===== src/rtl/store_queue_pkg.sv =====
// Shared types and helpers for the store queue: entry layout and wrap-safe sequence-number ordering.
package sq_pkg;
  localparam int SQN_W     = 7;
  localparam int DEPTH_DEF = 8;

  typedef struct packed {
    logic [31:0]      addr;
    logic [31:0]      data;
    logic [3:0]       wmask;
    logic [SQN_W-1:0] sqN;
    logic             except;
    logic             valid;
    logic             committed;
  } sq_entry_t;

  // a is younger than b when the wrapped difference is strictly positive.
  function automatic logic sqn_younger(input logic [SQN_W-1:0] a, input logic [SQN_W-1:0] b);
    logic [SQN_W-1:0] diff;
    diff = a - b;
    return !diff[SQN_W-1] && (diff != '0);
  endfunction
endpackage


===== src/rtl/store_queue_fwd.sv =====
// Store-to-load forwarding lookup: per byte lane, the youngest matching store wins; the in-flight
// memory request is the oldest candidate.
module store_fwd_lookup
  import sq_pkg::*;
#(
  parameter int DEPTH = DEPTH_DEF
) (
  input  sq_entry_t                  entries [DEPTH],
  input  logic [$clog2(DEPTH)-1:0]   head_idx,
  input  logic                       mem_valid,
  input  logic [31:2]                mem_addr,
  input  logic [31:0]                mem_data,
  input  logic [3:0]                 mem_mask,
  input  logic [31:0]                ld_addr,
  output logic [31:0]                fwd_data,
  output logic [3:0]                 fwd_mask
);
  localparam int IW = $clog2(DEPTH);

  sq_entry_t e;
  logic      unused_bits;

  // Scan oldest to youngest so later (younger) hits overwrite earlier ones.
  always_comb begin
    fwd_data    = '0;
    fwd_mask    = '0;
    e           = '0;
    unused_bits = ^ld_addr[1:0];
    for (int l = 0; l < 4; l++) begin
      if (mem_valid && mem_addr == ld_addr[31:2] && mem_mask[l]) begin
        fwd_mask[l]        = 1'b1;
        fwd_data[8*l +: 8] = mem_data[8*l +: 8];
      end
    end
    for (int k = 0; k < DEPTH; k++) begin
      e           = entries[head_idx + IW'(k)];
      unused_bits = unused_bits ^ (^{e.addr[1:0], e.sqN, e.committed});
      if (e.valid && !e.except && e.addr[31:2] == ld_addr[31:2]) begin
        for (int l = 0; l < 4; l++) begin
          if (e.wmask[l]) begin
            fwd_mask[l]        = 1'b1;
            fwd_data[8*l +: 8] = e.data[8*l +: 8];
          end
        end
      end
    end
  end
endmodule


===== src/rtl/store_queue.sv =====
// In-order store buffer between the store AGU and the data-memory write port.
// Define STORE_FWD_EN to enable combinational store-to-load forwarding on IN_ldAddr.
module store_queue
  import sq_pkg::*;
#(
  parameter int DEPTH = DEPTH_DEF
) (
  input  logic             clk,
  input  logic             rst,
  input  logic             IN_valid,
  input  logic [31:0]      IN_addr,
  input  logic [31:0]      IN_data,
  input  logic [3:0]       IN_wmask,
  input  logic [SQN_W-1:0] IN_sqN,
  input  logic             IN_except,
  output logic             OUT_full,
  input  logic             IN_branch_v,
  input  logic [SQN_W-1:0] IN_branch_sqN,
  input  logic [SQN_W-1:0] IN_comLimit,
  input  logic             IN_memStall,
  output logic             OUT_memValid,
  output logic [31:0]      OUT_memAddr,
  output logic [31:0]      OUT_memData,
  output logic [3:0]       OUT_memMask,
  output logic             OUT_empty,
  input  logic [31:0]      IN_ldAddr,
  output logic [31:0]      OUT_fwdData,
  output logic [3:0]       OUT_fwdMask
);
  localparam int IW = $clog2(DEPTH);
  localparam int PW = IW + 1;

  // Handshakes: an AGU store transfers on IN_valid && !OUT_full; a write request transfers on
  // OUT_memValid && !IN_memStall and is held unchanged while stalled.
  sq_entry_t     q [DEPTH];
  logic [PW-1:0] head, tail, tail_flush, keep, count;
  logic [IW-1:0] head_idx, tail_idx;
  sq_entry_t     head_e;
  logic          head_ready, head_write, can_drain, do_drain, do_enq, flush_commit_err;
  logic          mem_valid;
  logic [31:2]   mem_addr;
  logic [31:0]   mem_data;
  logic [3:0]    mem_mask;
  logic          unused_lo;

  assign head_idx   = head[IW-1:0];
  assign tail_idx   = tail_flush[IW-1:0];
  assign count      = tail - head;
  assign OUT_full   = (head_idx == tail[IW-1:0]) && (head[IW] != tail[IW]);
  assign head_e     = q[head_idx];
  assign unused_lo  = ^head_e.addr[1:0];
  assign head_ready = head_e.valid && (head_e.committed || !sqn_younger(head_e.sqN, IN_comLimit));
  assign head_write = (head_e.wmask != 4'b0) && !head_e.except;
  assign can_drain  = !mem_valid || !IN_memStall;
  assign do_drain   = can_drain && head_ready;
  assign do_enq     = IN_valid && !OUT_full && !(IN_branch_v && sqn_younger(IN_sqN, IN_branch_sqN));

  // Entries are in program order, so the survivors of a flush are a prefix starting at head.
  always_comb begin
    keep             = '0;
    flush_commit_err = 1'b0;
    for (int k = 0; k < DEPTH; k++) begin
      if (PW'(k) < count) begin
        if (sqn_younger(q[head_idx + IW'(k)].sqN, IN_branch_sqN))
          flush_commit_err = flush_commit_err | q[head_idx + IW'(k)].committed;
        else
          keep = keep + PW'(1);
      end
    end
    tail_flush = IN_branch_v ? head + keep : tail;
  end

  always_ff @(posedge clk) begin
    if (!rst) begin
      head      <= '0;
      tail      <= '0;
      for (int k = 0; k < DEPTH; k++) begin
        q[k].valid     <= 1'b0;
        q[k].committed <= 1'b0;
      end
      mem_valid <= 1'b0;
      mem_addr  <= '0;
      mem_data  <= '0;
      mem_mask  <= '0;
    end else begin
      for (int k = 0; k < DEPTH; k++) begin
        if (q[k].valid && !sqn_younger(q[k].sqN, IN_comLimit))
          q[k].committed <= 1'b1;
        if (IN_branch_v && q[k].valid && sqn_younger(q[k].sqN, IN_branch_sqN))
          q[k].valid <= 1'b0;
      end
      if (do_drain) begin
        q[head_idx].valid <= 1'b0;
        head              <= head + PW'(1);
      end
      // Fence/cache ops and excepted stores retire without a memory write.
      if (can_drain) begin
        mem_valid <= do_drain && head_write;
        if (do_drain && head_write) begin
          mem_addr <= head_e.addr[31:2];
          mem_data <= head_e.data;
          mem_mask <= head_e.wmask;
        end
      end
      if (do_enq)
        q[tail_idx] <= '{addr: IN_addr, data: IN_data, wmask: IN_wmask, sqN: IN_sqN,
                         except: IN_except, valid: 1'b1, committed: 1'b0};
      tail <= do_enq ? tail_flush + PW'(1) : tail_flush;
    end
  end

  assign OUT_memValid = mem_valid;
  assign OUT_memAddr  = {mem_addr, 2'b00};
  assign OUT_memData  = mem_data;
  assign OUT_memMask  = mem_mask;
  assign OUT_empty    = (head == tail) && !mem_valid;

`ifdef STORE_FWD_EN
  store_fwd_lookup #(.DEPTH(DEPTH)) u_fwd (
    .entries  (q),
    .head_idx (head_idx),
    .mem_valid(mem_valid),
    .mem_addr (mem_addr),
    .mem_data (mem_data),
    .mem_mask (mem_mask),
    .ld_addr  (IN_ldAddr),
    .fwd_data (OUT_fwdData),
    .fwd_mask (OUT_fwdMask)
  );
`else
  logic unused_ld;
  assign unused_ld   = ^IN_ldAddr;
  assign OUT_fwdData = '0;
  assign OUT_fwdMask = '0;
`endif

  assert property (@(posedge clk) disable iff (!rst) !(IN_valid && OUT_full));
  assert property (@(posedge clk) disable iff (!rst) !(IN_branch_v && flush_commit_err));
endmodule


===== config.mk =====
export PLATFORM = sky130hd
export DESIGN_NAME = store_queue
export DESIGN_NICKNAME = d
export VERILOG_FILES = /design/src/rtl/store_queue_pkg.sv /design/src/rtl/store_queue_fwd.sv /design/src/rtl/store_queue.sv
export SDC_FILE = /design/constraint.sdc
export NUM_CORES = 1
export LEC_CHECK = 0
export CAP_MARGIN = 20
export CELL_PAD_IN_SITES_DETAIL_PLACEMENT = 1
export CELL_PAD_IN_SITES_GLOBAL_PLACEMENT = 1
export CORE_MARGIN = 1
export CORE_UTILIZATION = 50
export CTS_BUF_LIST = sky130_fd_sc_hd__clkbuf_8 sky130_fd_sc_hd__clkbuf_16
export CTS_CLUSTER_DIAMETER = 100
export DETAILED_ROUTE_END_ITERATION = 6
export GPL_TIMING_DRIVEN = 0
export HOLD_SLACK_MARGIN = 0.15
export PLACE_DENSITY = 0.92
export SLEW_MARGIN = 10
export SYNTH_ARGS = -nofsm -noshare
export SYNTH_HDL_FRONTEND = slang
export SYNTH_HIERARCHICAL = 1
export SYNTH_SLANG_ARGS = --single-unit

===== constraint.sdc =====
create_clock -name clk -period 19 [get_ports clk]
set_input_delay 2.85 -clock clk [delete_from_list [all_inputs] [get_ports clk]]
set_output_delay 2.85 -clock clk [all_outputs]
set_load 0.02 [all_outputs]

# Word-level counts from Yosys, hierarchy flattened
# Memories as Yosys holds them, arrays and structs flattened. A register that Yosys moved wholly into a read port is not among the register bits.
# Index checks and enable logic that the tools add are counted.
dict set report classes {
  n_mux 91
  add_sub_neg 44
  bitwise 16
  eq_ne 3
  reduce_logical 129
  magnitude_cmp 8
}
# op n
set ops {}
lappend ops {{$reduce_bool A7 Y1} 26}
lappend ops {{$sub A7 B7 Y7} 26}
lappend ops {{$mux W1} 72}
lappend ops {{$mux W4} 17}
lappend ops {{$logic_and A1 B1 Y1} 59}
lappend ops {{$logic_not A1 Y1} 40}
lappend ops {{$add A4 B1 Y4 const B} 9}
lappend ops {{$lt A3 B4 Y1 const A} 4}
lappend ops {{$or A1 B1 Y1} 16}
lappend ops {{$add A3 B3 Y3 const B} 4}
lappend ops {{$lt A1 B4 Y1 const A} 2}
lappend ops {{$lt A2 B4 Y1 const A} 2}
lappend ops {{$add A3 B2 Y3 const B} 2}
lappend ops {{$mux W3} 2}
lappend ops {{$add A4 B4 Y4} 1}
lappend ops {{$eq A4 B4 Y1} 1}
lappend ops {{$reduce_bool A4 Y1} 1}
lappend ops {{$sub A4 B4 Y4} 1}
lappend ops {{$add A3 B1 Y3 const B} 1}
lappend ops {{$eq A3 B3 Y1} 1}
lappend ops {{$logic_or A1 B1 Y1} 2}
lappend ops {{$reduce_and A2 Y1} 1}
lappend ops {{$ne A1 B1 Y1} 1}
dict set report totals {
  out_inout_bits 107
  ff_bits 75
  n_memories 1
  ramBits 624
  inputBits 127
}
# name words width read_ports rd_clocked_by_memory_dff write_ports line
set memory_table {}
lappend memory_table {q 8 78 16 1 10 store_queue.sv:35} ;# sq_entry_t q [DEPTH];

# Depth between registers and ports, before layout
dict set report logic_depth {
  ltp_word 30
  mapped_depth 54
}

# Least setup slack after synthesis
# Ideal clock, no wire load.
dict set report synth_path {
  path_type {register -> register}
  start {reg head[1]}
  end {mem q[4][10] (netlist name), enable pin}
  synth_period_minus_slack_ns 17.589
  path_slack_ns 1.411
  arrival_time_ns 16.893
  stages_incl_launch_ff 47
  path_cell_list {dfxtp_1 > buf_6 > clkbuf_1 > clkbuf_1 > clkinv_1 > ha_1 > buf_2 > buf_1 > clkbuf_1 > mux4_2 > mux2i_1 > ha_1 > inv_1 > fa_1 > a21o_1 > a21oi_1 > o21bai_1 > a21oi_1 > [... 11 more ...] > mux2i_1 > ha_1 > mux2_2 > ha_1 > nor2b_1 > nor2_1 > ha_1 > nand2_1 > o31ai_2 > ha_1 > mux2_2 > ha_1 > mux2_2 > inv_1 > fa_1 > xnor2_1 > mux2i_1 > nor4_1}
}
# item line
set synth_rtl {}
lappend synth_rtl {{from (decl)} store_queue.sv:36} ;# logic [PW-1:0] head, tail, tail_flush, keep, count;
lappend synth_rtl {{from (signal assigned)} store_queue.sv:94} ;# head <= head + PW'(1);
lappend synth_rtl {{to (decl)} store_queue.sv:35}

==> metrics.cfg <==
[worst_setup_path]
endpoint_kind = flip-flop
r2r_slack_ns = 3.68
slowest_stage = nor3b_2
cp.arrival_ns = 15.62
crit_path_start = head[1]
crit_top_cell = ha_1
cp-start-kind = flip-flop
critical_path_class = reg2reg
required_ns = 19.30
r2r_end = q[6][30]
crit_fanout = 12
crit_path_end = q[6][30]
r2r_start = head[1]
ff2ff_path_depth = 51
cpPeakStageDelay_ns = 0.72

[pwr]
power_density_nw_per_um2 = 134
total_power_mw = 5.45
p_leak_nw = 14.1
vdd_drop_max_mv = 0.106

[yosys]
yosys.area_share.adder_pct = 7.93
synth_top_area_cell = edfxtp_1
postSynthAreaPerCell_sq_um = 15.1
synth_top_area_share_pct = 50.8
synthXorXnorAreaFrac_pct = 4.22
ys.flop_type = edfxtp_1
yosys_warnings = 6
synthTopCellsByArea = edfxtp_1, mux4_2, ha_1, dfxtp_1, mux2i_1
yosysUniqueCellTypes = 85
async_reset_ff_share_pct = 0
synthesis.area_sq_um = 35000
ys_seq_area_share_pct = 56.2
synth-simple-area-share_pct = 5.30
syn_inst = 2317
synthMuxAreaShare_pct = 17.1
synth-compound-area-share_pct = 6.25
synth_top_family_by_area = multiplexers
synth_edf_count = 592
ys_ff_latch = 686

[drt]
vias_per_cell = 6.91
vias = 25100
wl_met1_mm = 44.6
wl_met3_mm = 15.5
routed_wl_mm = 136
drtAntennaViolNets = 0
wl_per_cell_microns = 37.4
drt_iter0_drc = 3517
dr.max_layer_used = met5
drcViolationCount = 0
met2_length_mm = 65.1
firstDrtPassIters = 6

[sta]
fin_worst_skew_ns = 0.0471
period_needed_ns = 15.32
fin_worst_hold_slack_ns = 0.534
fmax_ghz = 0.0653
layout_worst_path_cycle_share_pct = 80.6
finalHoldViolations = 0
slew_headroom_pct = -17.2
setup_slack_ns = 3.68
worst_pin_slew_ns = 1.74
setup_violations = 0
slew_viol_final = 2
rsz0062_at_grt = no

[clocking]
cts_buffers = 67
cts_tree = done
cts-root-buf = clkbuf_16
hold_buffers = 0
cts_htree_levels = 3
clock_latency_ns = 0.66
clk_pin_slew_worst_paths_ns = 0.07
cts-resized-gates = 0
clkSinkCount = 686
clk_path_buf_depth = 3
postCtsSetupBuffers = 0

[min_path]
hold_depth = 2
hp-class = reg2reg

[outcome]
violations = capacitance limit, slew limit
status = finished, violations left

[floorplanning]
dieWidth_microns = 267
die_area_sq_um = 71000
floorplan.initialDensity_pct = 50.7
row_count = 96
die_h_microns = 267
io_pins = 234
core-area_sq_um = 68900

[placed_design]
dp_hpwl_mm = 78.5
port_buffers = 158
gp_congestion = 0.933
dp_slack_ns = 4.04

[global_routing]
grt_pass1_wl_mm = 183
grt_max_degree = 47
grt_pass1_vias = 26000
grt_overflow = 0
grt_use_total_pct = 36.2
antenna_found_initial = 16

[layout]
final_nets = 2978
areaGrowthSynthToFinish_pct = 16.7
postLayoutCoreUtil_pct = 59.2
layout-drive-gt1-share_pct = 17.8
final_cell_mix = edfxtp_1, mux4_2, ha_1, clkdlybuf4s50_1, nor2_1
mostFrequentLayoutCell = edfxtp_1

[flow_run]
max_cap_viol_count = 1

-- where the power goes --
part	leakage [nW]	internal, mW	switching, mW	total, mW
combinational	6.89	0.802	1.20	2.00
clock	1.11	0.742	0.667	1.41
sequential	6.10	1.89	0.154	2.04
-- routing by layer --
layer / GRT usage (%) / vias to the layer above
li1: - / 9595
met1: 41.5 / 12700
met2: 59.4 / 2196
met3: 10.5 / 649
met4: 23.4 / 20
met5: 0 / -
-- flip-flops by register name, summed over array words and instances, names as in the netlist, named ones only --
name / count
head: 4
OUT_memMask: 4
OUT_memData: 32
tail: 4
mem_addr: 30
OUT_memValid: 1
q: 608
-- synthesized netlist by cell type, types with 9 or more instances --
| cell type | count |
|---|---|
| and3_1 | 9 |
| o21bai_1 | 18 |
| dfxtp_1 | 94 |
| mux2i_1 | 95 |
| buf_2 | 11 |
| nand3_1 | 19 |
| edfxtp_1 | 592 |
| nor2b_1 | 33 |
| o21ai_0 | 37 |
| buf_1 | 21 |
| mux2_2 | 25 |
| a21oi_1 | 88 |
| and2_1 | 12 |
| xnor2_1 | 92 |
| a211oi_1 | 71 |
| inv_1 | 91 |
| nor2_1 | 138 |
| nand4_1 | 13 |
| ha_1 | 177 |
| mux4_2 | 210 |
| buf_4 | 38 |
| nor3_1 | 17 |
| clkbuf_1 | 65 |
| a21o_1 | 27 |
| xor2_1 | 64 |
| fa_1 | 28 |
| nand2b_1 | 30 |
| nand2_1 | 80 |
-- worst min path at each step --
stage	startpoint	endpoint	slack, ns
3_3_place_gp	q[0][1]	q[0][1]	0.47
2_1_floorplan	q[0][1]	q[0][1]	0.45
6_report	mem_addr[24]	mem_addr[24]	0.53
5_1_grt	OUT_memData[5]	OUT_memData[5]	0.54
3_5_place_dp	OUT_memData[31]	OUT_memData[31]	0.50
4_1_cts	OUT_memData[6]	OUT_memData[6]	0.52
-- critical path, delay by kind of cell (launching register included) --
| kind | cells | cell delay [ns] |
|---|---|---|
| buffers and inverters | 16 | 5.00 |
| multiplexers | 6 | 1.79 |
| flip-flops | 1 | 0.47 |
| AND/OR/NAND/NOR | 7 | 1.72 |
| XOR/XNOR | 1 | 0.14 |
| adder cells (fa/ha/maj) | 11 | 3.68 |
| AO/OA/AOI/OAI | 10 | 2.13 |
-- stage by stage --
step           std cells  setup TNS (ns)  cell area (sq um)
2_1_floorplan       2354               0              35100
3_3_place_gp        3443        -1738.92              37900
3_5_place_dp        3494               0              38500
4_1_cts             3613               0              40600
5_1_grt             3631               0              40800
6_report            3633               0              40800
-- cell families (layout without fill, tap and decap cells) --
family	count (synthesis)	after routing
other	1	44
AO/OA/AOI/OAI	319	319
adder cells (fa/ha/maj)	205	205
AND/OR/NAND/NOR	382	382
multiplexers	331	331
buffers and inverters	232	574
flip-flops	686	686
XOR/XNOR	161	161
-- final cells by class --
type	count	area [sq um]
antenna	6	15.0
buffer	140	701
clock buffer	73	1760
clock inverter	46	385
fill	6434	28100
inverter	92	348
multi-input combinational	1436	14500
sequential	686	19700
tap	931	1160
timing repair buffer	223	2330
(Power assumes the default switching activity.)
